### src/rtl/module_test_vector_seq.sv
// module_test_vector_seq: table-driven stimulus/response sequencer.
// Drives a DUT input vector step by step and checks masked responses.
module module_test_vector_seq #(
  parameter int g_in_bits   = 30,
  parameter int g_out_bits  = 30,
  parameter int g_num_steps = 16,
  parameter int g_hold_bits = 16
) (
  input  logic                           clk_sys_i,
  input  logic                           rst_i,
  input  logic                           cfg_we_i,
  input  logic [$clog2(g_num_steps)-1:0] cfg_addr_i,
  input  logic [g_in_bits-1:0]           cfg_vec_i,
  input  logic [g_hold_bits-1:0]         cfg_hold_i,
  input  logic [g_out_bits-1:0]          cfg_exp_i,
  input  logic [g_out_bits-1:0]          cfg_mask_i,
  input  logic [$clog2(g_num_steps)-1:0] cfg_last_i,
  input  logic                           loop_i,
  input  logic                           start_i,
  input  logic                           stop_i,
  input  logic [g_out_bits-1:0]          output_vector_i,
  output logic [g_in_bits-1:0]           input_vector_o,
  output logic                           busy_o,
  output logic                           done_o,
  output logic [$clog2(g_num_steps)-1:0] step_o,
  output logic                           err_o,
  output logic [15:0]                    err_cnt_o,
  output logic [$clog2(g_num_steps)-1:0] first_err_step_o
);

  localparam int AW = $clog2(g_num_steps);
  localparam logic [g_hold_bits-1:0] HOLD_ONE = 1;
  localparam logic [AW-1:0] STEP_ONE = 1;
  localparam logic [AW-1:0] STEP_MAX = AW'(g_num_steps - 1);

  typedef enum logic [1:0] {
    S_IDLE,
    S_RUN,
    S_DONE
  } state_t;

  state_t state_q, state_d;

  logic [g_in_bits-1:0]   vec_mem  [g_num_steps];
  logic [g_hold_bits-1:0] hold_mem [g_num_steps];
  logic [g_out_bits-1:0]  exp_mem  [g_num_steps];
  logic [g_out_bits-1:0]  mask_mem [g_num_steps];

  logic [g_in_bits-1:0]   vec_q, vec_d;
  logic [g_hold_bits-1:0] cnt_q, cnt_d;
  logic [AW-1:0]          step_q, step_d;
  logic [AW-1:0]          first_q, first_d;
  logic [AW-1:0]          last_q, last_d;
  logic [15:0]            ecnt_q, ecnt_d;
  logic                   loop_q, loop_d;
  logic                   busy_q, busy_d;
  logic                   done_q, done_d;
  logic                   err_q, err_d;

  logic [31:0]            last_ext;
  logic [AW-1:0]          last_clamp;
  logic [AW-1:0]          step_nxt;
  logic                   miss;

  // Table memory is written only outside a run and survives reset.
  always_ff @(posedge clk_sys_i) begin
    if (cfg_we_i && state_q != S_RUN) begin
      vec_mem[cfg_addr_i]  <= cfg_vec_i;
      hold_mem[cfg_addr_i] <= cfg_hold_i;
      exp_mem[cfg_addr_i]  <= cfg_exp_i;
      mask_mem[cfg_addr_i] <= cfg_mask_i;
    end
  end

  // Clamp the final step index into the table range.
  always_comb begin
    last_ext   = 32'(cfg_last_i);
    last_clamp = cfg_last_i;
    if (last_ext >= 32'(g_num_steps)) begin
      last_clamp = STEP_MAX;
    end
  end

  assign step_nxt = (step_q == last_q) ? '0 : step_q + STEP_ONE;
  assign miss = |((output_vector_i ^ exp_mem[step_q]) & mask_mem[step_q]);

  // Next-state, step sequencing and end-of-step response check.
  always_comb begin
    state_d = state_q;
    vec_d   = vec_q;
    cnt_d   = cnt_q;
    step_d  = step_q;
    first_d = first_q;
    last_d  = last_q;
    ecnt_d  = ecnt_q;
    loop_d  = loop_q;
    busy_d  = busy_q;
    done_d  = 1'b0;
    err_d   = err_q;
    unique case (state_q)
      S_IDLE: begin
        if (start_i && !stop_i) begin
          state_d = S_RUN;
          vec_d   = vec_mem[0];
          cnt_d   = hold_mem[0];
          step_d  = '0;
          first_d = '0;
          ecnt_d  = '0;
          err_d   = 1'b0;
          busy_d  = 1'b1;
          last_d  = last_clamp;
          loop_d  = loop_i;
        end
      end
      S_RUN: begin
        if (stop_i) begin
          state_d = S_IDLE;
          busy_d  = 1'b0;
        end else if (cnt_q != '0) begin
          cnt_d = cnt_q - HOLD_ONE;
        end else begin
          if (miss) begin
            err_d = 1'b1;
            if (ecnt_q != 16'hFFFF) begin
              ecnt_d = ecnt_q + 16'd1;
            end
            if (!err_q) begin
              first_d = step_q;
            end
          end
          if (step_q == last_q && !loop_q) begin
            state_d = S_DONE;
            busy_d  = 1'b0;
            done_d  = 1'b1;
          end else begin
            step_d = step_nxt;
            vec_d  = vec_mem[step_nxt];
            cnt_d  = hold_mem[step_nxt];
          end
        end
      end
      S_DONE: begin
        state_d = S_IDLE;
      end
      default: begin
        state_d = S_IDLE;
      end
    endcase
  end

  // Sequencer state and registered outputs.
  always_ff @(posedge clk_sys_i or posedge rst_i) begin
    if (rst_i) begin
      state_q <= S_IDLE;
      vec_q   <= '0;
      cnt_q   <= '0;
      step_q  <= '0;
      first_q <= '0;
      last_q  <= '0;
      ecnt_q  <= '0;
      loop_q  <= 1'b0;
      busy_q  <= 1'b0;
      done_q  <= 1'b0;
      err_q   <= 1'b0;
    end else begin
      state_q <= state_d;
      vec_q   <= vec_d;
      cnt_q   <= cnt_d;
      step_q  <= step_d;
      first_q <= first_d;
      last_q  <= last_d;
      ecnt_q  <= ecnt_d;
      loop_q  <= loop_d;
      busy_q  <= busy_d;
      done_q  <= done_d;
      err_q   <= err_d;
    end
  end

  assign input_vector_o   = vec_q;
  assign busy_o           = busy_q;
  assign done_o           = done_q;
  assign step_o           = step_q;
  assign err_o            = err_q;
  assign err_cnt_o        = ecnt_q;
  assign first_err_step_o = first_q;

endmodule

### config.mk
export PLATFORM = sky130hd
export DESIGN_NAME = module_test_vector_seq
export DESIGN_NICKNAME = d
export VERILOG_FILES = /design/src/rtl/module_test_vector_seq.sv
export SDC_FILE = /design/constraint.sdc
export NUM_CORES = 2
export LEC_CHECK = 0
export BUFFER_PORTS_ARGS = -buffer_cell sky130_fd_sc_hd__buf_2
export CAP_MARGIN = 15
export CORE_MARGIN = 1
export CORE_UTILIZATION = 46
export CTS_CLUSTER_DIAMETER = 60
export DETAILED_ROUTE_END_ITERATION = 12
export PLACE_DENSITY = 0.66
export SYNTH_ARGS = -nofsm -noshare
export SYNTH_HDL_FRONTEND = slang
export SYNTH_SLANG_ARGS = --single-unit
### constraint.sdc
create_clock -name clk_sys_i -period 9.8 [get_ports clk_sys_i]
set_input_delay 0 -clock clk_sys_i [delete_from_list [all_inputs] [get_ports clk_sys_i]]
set_output_delay 0 -clock clk_sys_i [all_outputs]
set_load 0.01 [all_outputs]
* Yosys cells after proc, flatten, opt, wreduce, memory -nomap -nowiden *
Memories as Yosys holds them, arrays and structs flattened.
Index checks and enable logic that the tools add are counted.
W data, S select, Z words.

word-level totals
  register bits = 80
  bits in writable memories = 1696
  input port bits = 150
  output and inout bits = 57
  word-level logic and storage cells = 99
  memories kept = 4

operators by class
  add/sub/neg operators = 3
  eq/ne operators = 14
  multiplexer cells = 48
  bitwise operators = 2
  reductions and logical operators = 17

memories
  name      depth  width  rd ports  clocked after memory_dff  wr ports  RTL line  RTL
  exp_mem   16     30     1         0                         1         46        logic [g_out_bits-1:0] exp_mem [g_num_steps];
  mask_mem  16     30     1         0                         1         47        logic [g_out_bits-1:0] mask_mem [g_num_steps];
  vec_mem   16     30     2         0                         1         44        logic [g_in_bits-1:0] vec_mem [g_num_steps];
  hold_mem  16     16     2         0                         1         45        logic [g_hold_bits-1:0] hold_mem [g_num_steps];

operator list
  kind                     number
  $mux W16                 9
  $mux W30                 4
  $pmux W16 S2             2
  $pmux W30 S2             1
  $mux W4                  9
  $and A30 B30 Y30         1
  $reduce_or A30 Y1        1
  $xor A30 B30 Y30         1
  $add A16 B1 Y16 const B  1
  $ne A16 B16 Y1 const B   1
  $pmux W4 S2              2
  $reduce_bool A16 Y1      1
  $sub A16 B1 Y16 const B  1
  $mux W1                  14
  $ne A2 B2 Y1 const B     7
  $reduce_and A6 Y1        2
  $reduce_and A5 Y1        2
  $ne A3 B3 Y1 const B     3
  $mux W2                  4
  $reduce_and A4 Y1        2
  $add A4 B1 Y4 const B    1
  $eq A4 B4 Y1             1
  $pmux W1 S2              2
  $pmux W2 S2              1
  other kinds (8)          11

* Logic depth before layout (Yosys ltp) *
An unclocked memory read counts as a cell.

  depth in word-level cells = 8
  mapped depth = 17
  depth with buffers taken out = 10

* Least setup slack after synthesis *
Ideal clock, no wire load.

  kind = reg2reg
  start = register state_q[1]
  end = memory exp_mem[3][0] (enable)
  setup time = 0.702 ns
  data arrival time = 8.395 ns
  required time = 9.098 ns
  path slack = 0.703 ns
  cell stages (with the launch flop) = 6
  clock period less this slack = 9.097 ns
  cells stage by stage = dfrtp_1 nand2b_1 clkbuf_1 clkbuf_1 nand4_1 nor3_1

between the ends
  longest elaborated chain between the ends = 4

ends and longest elaborated chain
  what                           RTL line  RTL
  start, declared                42        state_t state_q, state_d;
  start signal, assigned         166       state_q <= state_d;
  $ne A2 B1 Y1                   67        if (cfg_we_i && state_q != S_RUN) begin
  $logic_and A1 B1 Y1            67
  $mux W1                        67
  $mux W1 (not written as such)  70        exp_mem[cfg_addr_i] <= cfg_exp_i;
  end, declared                  46

No other way between the ends.

* Final worst setup path *
  start = register step_q[0] (netlist: step_o[0])
  end = register first_q[3] (netlist: first_err_step_o[3])

between the ends
  longest elaborated chain between the ends = 6

ends and longest elaborated chain
  what                                    RTL line  RTL
  start, declared                         51        logic [AW-1:0] step_q, step_d;
  start signal, assigned                  169       step_q <= step_d;
  $mem_v2 Z16 W30                         --
  $xor A30 B30 Y30                        85        assign miss = |((output_vector_i ^ exp_mem[step_q]) & mask_mem[step_q]);
  $and A30 B30 Y30 (*)                    85
  $reduce_or A30 Y1 (*)                   85
  $ne A2 B2 Y1 (no source line) (*)       --
  $reduce_and A6 Y1 (no source line) (*)  --
  end signal, assigned                    170       first_q <= first_d;
  end, declared                           52        logic [AW-1:0] first_q, first_d;

Every way passes the cells marked *; elsewhere a longest branch is shown, timed or not.
A chain may end at the register's enable or synchronous reset.

==> key figures <==
Critical path
  – CP Cell Sequence: buf_4 -> inv_6 -> a31oi_1 -> o31ai_1 -> a2111oi_0 -> a221oi_1 -> a2111oi_2 -> nand4_1 -> o211ai_1 -> a32o_1
  – Crit start category: register
  – Flop-to-flop setup slack: 4.26 ns
  – Buf/Inv on CP: 2
  – Required time of the critical path: 10.54 ns
  – CP max stage cell: dfrtp_4
  – CP arrival: 6.28 ns
  – Delay-heaviest family, CP: compound AO/OA/AOI/OAI gates
  – Nature of the critical path endpoint: register
  – Worst-path maximum fanout: 54
  – CP max stage delay: 0.90 ns
  – Kind of critical path: register to register

Clocking
  – Maximum clock insertion buffer count: 3
  – TritonCTS clock tree: built
  – CTS root buf: clkbuf_16
  – H-tree depth: 4
  – Worst-path clk slew: 0.07 ns
  – Clk_lat worst skew: 0.81 ns
  – Total CTS buffers: 180
  – Clk sink count: 1776

Layout
  – Layout Nets: 4725
  – Layout cells sized above 1: 0.153
  – Area grow syn2layout: 14.8%
  – Fill count: 12000

Timing
  – Worst Clk Skew: 0.0243 ns
  – Post-layout minimum cycle time: 5.54 ns
  – Final setup viols: 0
  – Unrepaired setup endpoints after global routing: no
  – Final period utilization: 0.565
  – TNS Setup: 0 ns
  – Fmax: 181 MHz
  – Final WS setup: 4.26 ns
  – Final hold violation count: 0
  – Max-slew violation count: 0
  – Slew @ Worst Pin: 1.14 ns
  – Max-slew headroom: 0.242

Global route
  – Initial antenna violation count: 18
  – Congestion Overflow GR: 0
  – First-pass GRT wire length: 258000 microns
  – Vias in the first global route: 39200
  – GRT Overall Usage: 0.223
  – Largest net degree at the start of global routing: 178

Logic synthesis
  – Top_reg_cell synth: edfxtp_1
  – Synth warnings: 0
  – Cell variety after synth: 77
  – Synthesized area: 70600 sq um
  – Mean Syn Cell Area: 16.6 sq um
  – Post-synth net total: 4418
  – Post-Syn Instances: 4264
  – EDFF count, synth: 1696
  – #FFs+latches synth: 1776
  – Seq/Total Area, Yosys: 0.749
  – Async set or reset register ratio after synthesis: 0.0450

Floorplan
  – Initial core utilization: 0.464
  – Die width: 394 microns
  – Die footprint: 155000 sq um
  – I/O Pins: 207
  – Die height: 394 microns
  – Rows: 143
  – Core Area: 152000 sq um

Power and ir drop
  – Static leakage: 26.3 nW
  – Pwr per Cell Area: 225 nW/um^2
  – Worst VDD drop: 0.202 mV

Route
  – Vias/cell: 5.87
  – Residual DRC: 0
  – Total number of vias: 39600
  – Routed Wire Length: 174000 microns
  – ANT nets after route: 0
  – Iteration-0 DRC Markers: 4219
  – Pre-antenna DRT Iters: 5
  – Wire per inst: 25.7 microns

Place
  – Routability cong.: 0.766
  – Port buffer count: 206
  – Pre-CTS setup slack: 4.41 ns
  – DP HPWL: 87800 microns

Outcome
  – Status: finished, final reports clean

Worst hold path
  – HP Class: primary input to register

Job
  – Maxcap violations: 0
cell usage after synthesis, drive strengths merged (54+ instances only):
master | count | area, sq um
a211oi | 90 | 676
a221oi | 74 | 648
a31oi | 144 | 901
and2 | 85 | 532
buf | 116 | 636
clkbuf | 161 | 604
dfrtp | 80 | 2000
edfxtp | 1696 | 50900
mux2i | 54 | 541
mux4 | 144 | 3240
nand2 | 329 | 1230
nand3 | 66 | 330
nor2 | 109 | 412
o211ai | 55 | 413
o21ai | 238 | 1190
o221ai | 59 | 517
or3 | 117 | 732
xor2 | 251 | 2210
layer usage:
metal / track usage / routed length [microns]
met5: 0 / 137
met3: 0.0478 / 14000
met2: 0.346 / 80900
met1: 0.320 / 74900
met4: 0.0589 / 3720
layout by cell type, fill, tap and decap left out, types with 96 or more instances in the layout:
cell type	instances
a31oi_1	144
clkbuf_16	182
xor2_1	250
or3_1	117
nand2_1	328
mux4_2	144
edfxtp_1	1696
o21ai_0	238
buf_2	206
nor2_1	96
dlygate4sd3_1	132
area by class of cell:
cell class | instances | area, sq um | share of cell area
Multi-Input combinational cell | 2178 | 16500 | 0.204
Clock buffer | 233 | 4800 | 0.0592
Antenna cell | 7 | 17.5 | 0.000216
Tap cell | 2030 | 2540 | 0.0313
Timing Repair Buffer | 402 | 3030 | 0.0374
Sequential cell | 1776 | 52900 | 0.653
Inverter | 33 | 131 | 0.00162
Clock inverter | 97 | 1090 | 0.0135
final timing paths:
path	startpoint	end	depth (start not counted)
max in group asynchronous	rst_i	step_o[1]	5
setup / recovery	step_o[0]	first_err_step_o[3]	10
hold / removal	cfg_vec_i[9]	vec_mem[0][9]	2
min in group asynchronous	rst_i	input_vector_o[1]	4
hold reg to reg	vec_mem[0][12]	input_vector_o[12]	2
setup reg to reg	step_o[0]	first_err_step_o[3]	10
power by group:
| group | leakage [nW] | switching, mW | internal (mW) |
|---|---|---|---|
| registers | 16.3 | 0.148 | 8.47 |
| clock network | 2.84 | 2.88 | 3.92 |
| logic | 7.19 | 1.70 | 1.08 |
logic make-up after synthesis:
kind of cell / Yosys count / share of synthesized area
flip-flops: 1776 / 0.749
AND/OR/NAND/NOR: 846 / 0.0590
AO/OA/AOI/OAI: 822 / 0.0792
buffers and inverters: 310 / 0.0193
XOR/XNOR: 296 / 0.0368
multiplexers: 210 / 0.0555
adder cells (fa/ha/maj): 4 / 0.000709
metrics by stage:
stage                     instances  cell area (sq um)  hold slack (ns)  utilization  power, mW
after floorplan                4264              70600           0.0735            -       10.6
after global placement         6284              73800            0.127        0.485       11.5
after detailed placement       6285              73800            0.136        0.485       11.5
after CTS                      6746              81000           0.0127        0.532       18.3
after global routing           6751              81000           0.0954        0.533       18.8
final                          6756              81100            0.117        0.533       18.2
state kept, by name, indices dropped and copies added (netlist names):
name,count
err_o,1
last_q,4
input_vector_o,30
state_q,2
hold_mem,256
step_o,4
err_cnt_o,16
busy_o,1
loop_q,1
mask_mem,480
first_err_step_o,4
exp_mem,480
cnt_q,16
done_o,1
vec_mem,480
repair_timing:
item,CTS,global route
hold buffers,131,1
hold endpoints to repair,1787,3
resized for setup,0,0
buffers inserted,0,0
No activity file was read; power rests on OpenSTA's default activity.
